--- config.mk ---
export PLATFORM = sky130hd
export DESIGN_NAME = jtag_tap_master
export DESIGN_NICKNAME = d
export VERILOG_FILES = /design/src/rtl/jtag_tap_master.sv
export SDC_FILE = /design/constraint.sdc
export NUM_CORES = 1
export LEC_CHECK = 0
export ABC_CLOCK_PERIOD_IN_PS = 5050
export BUFFER_PORTS_ARGS = -buffer_cell sky130_fd_sc_hd__clkbuf_2
export CORE_MARGIN = 4
export CORE_UTILIZATION = 35
export CTS_CLUSTER_DIAMETER = 40
export DETAILED_ROUTE_END_ITERATION = 8
export GPL_TIMING_DRIVEN = 1
export PLACE_DENSITY_LB_ADDON = 0.08
export SLEW_MARGIN = 20
export SYNTH_ARGS = -nofsm -noshare
export SYNTH_HDL_FRONTEND = slang
export SYNTH_SLANG_ARGS = --single-unit
--- constraint.sdc ---
create_clock -name clk_i -period 5.05 [get_ports clk_i]
set_input_delay 1.01 -clock clk_i [delete_from_list [all_inputs] [get_ports clk_i]]
set_output_delay 1.01 -clock clk_i [all_outputs]
set_load 0.05 [all_outputs]
--- src/rtl/jtag_tap_master.sv ---
// JTAG initiator: shifts up to 32 TMS/TDI bits per host command on a
// divided TCK and returns the TDO bits captured at each rising edge.
module jtag_tap_master #(
    parameter int unsigned CLK_DIV = 4,
    parameter int unsigned MAX_LEN = 32
) (
    input  logic        clk_i,
    input  logic        rst_ni,
    input  logic        cmd_valid_i,
    output logic        cmd_ready_o,
    input  logic [5:0]  cmd_len_i,
    input  logic [31:0] cmd_tms_i,
    input  logic [31:0] cmd_tdi_i,
    output logic        rsp_valid_o,
    input  logic        rsp_ready_i,
    output logic [31:0] rsp_tdo_o,
    output logic        busy_o,
    output logic        tck_o,
    output logic        tms_o,
    output logic        tdi_o,
    input  logic        tdo_i
);

    localparam int unsigned CNT_W = 8;
    localparam int unsigned LEN_W = 6;
    localparam int unsigned IDX_W = 5;

    typedef enum logic [1:0] {
        S_IDLE,
        S_LOW,
        S_HIGH,
        S_RESP
    } state_e;

    state_e             state_q;
    logic [CNT_W-1:0]   cnt_q;
    logic [IDX_W-1:0]   idx_q;
    logic [LEN_W-1:0]   len_q;
    logic [31:0]        tms_vec_q;
    logic [31:0]        tdi_vec_q;
    logic [31:0]        shadow_q;
    logic [1:0]         sync_q;
    logic               tck_q;
    logic               tms_q;
    logic               tdi_q;
    logic               rsp_valid_q;
    logic               ready_q;
    logic               busy_q;

    logic [LEN_W-1:0]   len_d;
    logic               half_done;
    logic               last_bit;

    // Lengths above MAX_LEN are clamped rather than rejected.
    assign len_d     = (cmd_len_i > LEN_W'(MAX_LEN)) ? LEN_W'(MAX_LEN) : cmd_len_i;
    assign half_done = (cnt_q == CNT_W'(CLK_DIV - 1));
    assign last_bit  = ({1'b0, idx_q} == (len_q - LEN_W'(1)));

    // TDO is asynchronous to clk_i.
    always_ff @(posedge clk_i or negedge rst_ni) begin
        if (!rst_ni) begin
            sync_q <= 2'b00;
        end else begin
            sync_q <= {sync_q[0], tdo_i};
        end
    end

    // Shift engine: LOW and HIGH each last CLK_DIV cycles per bit.
    always_ff @(posedge clk_i or negedge rst_ni) begin
        if (!rst_ni) begin
            state_q     <= S_IDLE;
            cnt_q       <= '0;
            idx_q       <= '0;
            len_q       <= '0;
            tms_vec_q   <= '0;
            tdi_vec_q   <= '0;
            shadow_q    <= '0;
            tck_q       <= 1'b0;
            tms_q       <= 1'b1;
            tdi_q       <= 1'b0;
            rsp_valid_q <= 1'b0;
            ready_q     <= 1'b0;
            busy_q      <= 1'b0;
        end else begin
            case (state_q)
                S_IDLE: begin
                    ready_q <= 1'b1;
                    if (cmd_valid_i && ready_q) begin
                        len_q     <= len_d;
                        tms_vec_q <= cmd_tms_i;
                        tdi_vec_q <= cmd_tdi_i;
                        shadow_q  <= '0;
                        idx_q     <= '0;
                        cnt_q     <= '0;
                        tms_q     <= cmd_tms_i[0];
                        tdi_q     <= cmd_tdi_i[0];
                        ready_q   <= 1'b0;
                        busy_q    <= 1'b1;
                        if (len_d == '0) begin
                            rsp_valid_q <= 1'b1;
                            state_q     <= S_RESP;
                        end else begin
                            state_q <= S_LOW;
                        end
                    end
                end
                S_LOW: begin
                    if (half_done) begin
                        cnt_q           <= '0;
                        tck_q           <= 1'b1;
                        shadow_q[idx_q] <= sync_q[1];
                        state_q         <= S_HIGH;
                    end else begin
                        cnt_q <= cnt_q + CNT_W'(1);
                    end
                end
                S_HIGH: begin
                    if (half_done) begin
                        cnt_q <= '0;
                        tck_q <= 1'b0;
                        if (last_bit) begin
                            rsp_valid_q <= 1'b1;
                            state_q     <= S_RESP;
                        end else begin
                            idx_q   <= idx_q + IDX_W'(1);
                            tms_q   <= tms_vec_q[idx_q + IDX_W'(1)];
                            tdi_q   <= tdi_vec_q[idx_q + IDX_W'(1)];
                            state_q <= S_LOW;
                        end
                    end else begin
                        cnt_q <= cnt_q + CNT_W'(1);
                    end
                end
                S_RESP: begin
                    if (rsp_ready_i) begin
                        rsp_valid_q <= 1'b0;
                        busy_q      <= 1'b0;
                        ready_q     <= 1'b1;
                        state_q     <= S_IDLE;
                    end
                end
                default: begin
                    state_q <= S_IDLE;
                end
            endcase
        end
    end

    assign cmd_ready_o = ready_q;
    assign rsp_valid_o = rsp_valid_q;
    assign rsp_tdo_o   = shadow_q;
    assign busy_o      = busy_q;
    assign tck_o       = tck_q;
    assign tms_o       = tms_q;
    assign tdi_o       = tdi_q;

endmodule

==> flow_metrics.env <==
export IMPL_die_x_um=140
export IMPL_crit_path_max_incr_delay_ns=1.03
export IMPL_reg2reg_depth=8
export IMPL_gr_usage_all_layers_pct=15.9
export IMPL_setup_tns_final_ns=0
export IMPL_num_io_pins=113
export IMPL_setup_violations=0
export IMPL_globalRouteOverflowTotal=0
export IMPL_stdcell_area_um2=7430
export IMPL_met1Wirelength_mm=6.84
export IMPL_critical_path_slowest_cell="ha_1"
export IMPL_maxSlewViolCount=0
export IMPL_antenna_cells=0
export IMPL_synth_top_flop_cell="dfrtp_1"
export IMPL_syn_area_per_cell_um2=11.2
export IMPL_min_path_cells=0
export IMPL_fill_cells=1645
export IMPL_cts_tree="done"
export IMPL_ff2ff_setup_slack_ns=1.43
export IMPL_synth_edf_count=0
export IMPL_hold_violations=0
export IMPL_timing_hold_ws_ns=0.357
export IMPL_outcome="finished clean"
export IMPL_clkSinkCount=125
export IMPL_cts_htree_levels=4
export IMPL_place_hpwl_mm=10.7
export IMPL_fin_nets=730
export IMPL_finalCriticalPeriod_ns=3.62
export IMPL_cts_buffers=17
export IMPL_syn_cell_area_um2=6090
export IMPL_crit_path_max_fanout=21
export IMPL_drive_gt1_share_pct=35.7
export IMPL_layout_commonest_cell="dfrtp_1"
export IMPL_yosysWarningCount=0
export IMPL_synth_nets=627
export IMPL_drt_iter0_drc=229
export IMPL_fmax_mhz=276
export IMPL_max_slew_margin_pct=30.0
export IMPL_leakage_nw=3.34
export IMPL_timing_worst_setup_path_type="reg -> reg"
export IMPL_antenna_found_initial=0
export IMPL_wl_per_cell_um=17.3
export IMPL_worst_ep_arrival_time_ns=3.88
export IMPL_postPlaceCellArea_um2=6840
export IMPL_syn_inst=542
export IMPL_cts_buffer_depth=2
export IMPL_p_per_area_nw_per_um2=591
export IMPL_hold_path_startpoint="sync_q[0]"
export IMPL_grt_max_degree=77
export IMPL_post_route_util_pct=44.2
export IMPL_initial_utilization_pct=36.2
export IMPL_period_share_pct=71.7
export IMPL_ant_nets=0
export IMPL_ys_seq_elements=125
export IMPL_grt_pass1_wl_mm=25.0
export IMPL_fin_worst_skew_ns=0.00714
export IMPL_dr_wl_met2_mm=7.32
export IMPL_root_buffer="clkbuf_16"
export IMPL_async_flop_share_pct=100
export IMPL_worstSetupEndpointType="flop"
export IMPL_via_per_inst=5.19
export IMPL_r2r_start="idx_q[0]"
export IMPL_clk_pin_slew_ns=0.06
export IMPL_start_kind="flop"
export IMPL_rsz0062_at_grt="false"
export IMPL_reg2reg_to="tdi_o"
export IMPL_hold_buffers=0
export IMPL_std_cell_rows=47
export IMPL_area_growth_pct=21.9
export IMPL_die_h_um=140
export IMPL_dr_pass1_iters=5
export IMPL_wl_met3_um=797
export IMPL_worst_pin_slew_ns=1.05
export IMPL_postCtsResizedCells=0
export IMPL_ir_drop_v=0.000281
export IMPL_hp_class="reg -> reg"
export IMPL_top_layer="met4"
export IMPL_cts_setup_buffers=0
export IMPL_vias=4557
export IMPL_ys_types=49
export IMPL_power_total_mw=4.39
export IMPL_gp_congestion=0.777
export IMPL_cp_startpoint="idx_q[0]"
export IMPL_hold_end="sync_q[1]"
export IMPL_core_area_um2=16800
export IMPL_clock_latency_ns=0.42
export IMPL_layout_common_cells="124 x dfrtp_1, 111 x clkbuf_2, 86 x o21ai_0, 68 x mux2_2, 41 x nand2_1"
export IMPL_portBuffers=112
export IMPL_grt_pass1_vias=4717
export IMPL_wl_mm=15.2
export IMPL_drcViolationCount=0
export IMPL_path_cells="inv_1, ha_1, mux4_2, mux2_2, nand3b_1, o221ai_1, o22ai_1, o21ai_0"
export IMPL_ys_seq_area_share_pct=51.3
export IMPL_dieArea_um2=19600
export IMPL_max_cap_viol_count=0
export IMPL_cp_data_required_time_ns=5.31
-- registers in the layout, indices dropped and copies added (netlist names) --
register	cells
rsp_tdo_o	32
tms_o	1
tdi_vec_q	32
idx_q	5
rsp_valid_o	1
busy_o	1
cnt_q	8
tms_vec_q	32
cmd_ready_o	1
tdi_o	1
len_q	6
tck_o	1
sync_q	2
state_q	2
-- cell usage after synthesis (2+ instances only) --
library cell	count	area, um2
a2111oi_0	2	17.5
a211oi_1	3	22.5
a21o_1	2	15.0
a21oi_1	31	155
a22o_1	2	17.5
a31oi_1	3	18.8
and2_1	3	18.8
and3_1	6	37.5
and3b_1	2	17.5
buf_1	6	22.5
buf_2	6	30.0
buf_4	2	15.0
clkbuf_1	17	63.8
dfrtp_1	124	3100
ha_1	10	125
inv_1	13	48.8
mux2_2	68	766
mux2i_1	9	90.1
mux4_2	14	315
nand2_1	41	154
nand2b_1	9	56.3
nand3_1	10	50.1
nand4_1	2	12.5
nor2_1	13	48.8
nor2b_1	7	43.8
nor3_1	5	25.0
nor3b_1	2	15.0
nor4_1	5	31.3
o21ai_0	87	435
o21ai_1	2	10.0
o22ai_1	2	12.5
o31a_1	2	17.5
o31ai_1	4	30.0
or3b_2	3	26.3
or4_1	3	22.5
xnor2_1	7	61.3
xor2_1	3	26.3
-- through the flow --
| step | instances | setup slack, ns |
|---|---|---|
| final | 878 | 1.43 |
| after global routing | 878 | 1.03 |
| after CTS | 878 | 1.30 |
| after detailed placement | 846 | 1.32 |
| after global placement | 846 | 1.49 |
| after floorplan | 542 | 2.38 |
-- final cells by class --
class | instances | area, um2 | share of cell area [%]
tap | 220 | 275 | 3.71
clock inverter | 13 | 141 | 1.90
timing repair buffer | 115 | 586 | 7.88
clock buffer | 19 | 443 | 5.96
sequential | 125 | 3130 | 42.1
inverter | 14 | 52.6 | 0.707
multi-input combinational | 372 | 2800 | 37.7
-- worst max path at each step --
| stage | slack [ns] | end |
|---|---|---|
| 2_1_floorplan | 2.38 | tdi_o |
| 4_1_cts | 1.30 | tdi_o |
| 5_1_grt | 1.03 | tdi_o |
| 3_5_place_dp | 1.32 | tms_o |
| 6_report | 1.43 | tdi_o |
| 3_3_place_gp | 1.49 | tms_o |
-- per-layer routing --
layer | track usage, % | up-vias
met4 | 5.51 | 0
met1 | 20.6 | 2246
met2 | 25.5 | 101
met3 | 4.91 | 23
li1 | - | 2187
met5 | 0 | -
-- cells by family after synthesis --
group                      share of synthesized area, %
DFF                                                51.3
buffers and inverters                              3.02
and+or+nand+nor                                    9.73
muxes                                              19.2
AOI/OAI and AO/OA                                  13.2
xor gates and xnor gates                           1.44
adders and majority gates                          2.05
-- report_power, final --
part	switching, mW	internal [mW]
clock	0.465	0.741
sequential	0.241	1.34
combinational	0.814	0.791
total	1.52	2.87
-- critical path, delay by kind of cell, from the launching register on --
family                     cells  cell delay, ns
adders and majority gates      1            1.03
DFF                            1            0.96
buffers and inverters          1            0.35
AOI/OAI and AO/OA              3            0.34
muxes                          2            0.68
and+or+nand+nor                1            0.09
(Power assumes the default switching activity.)
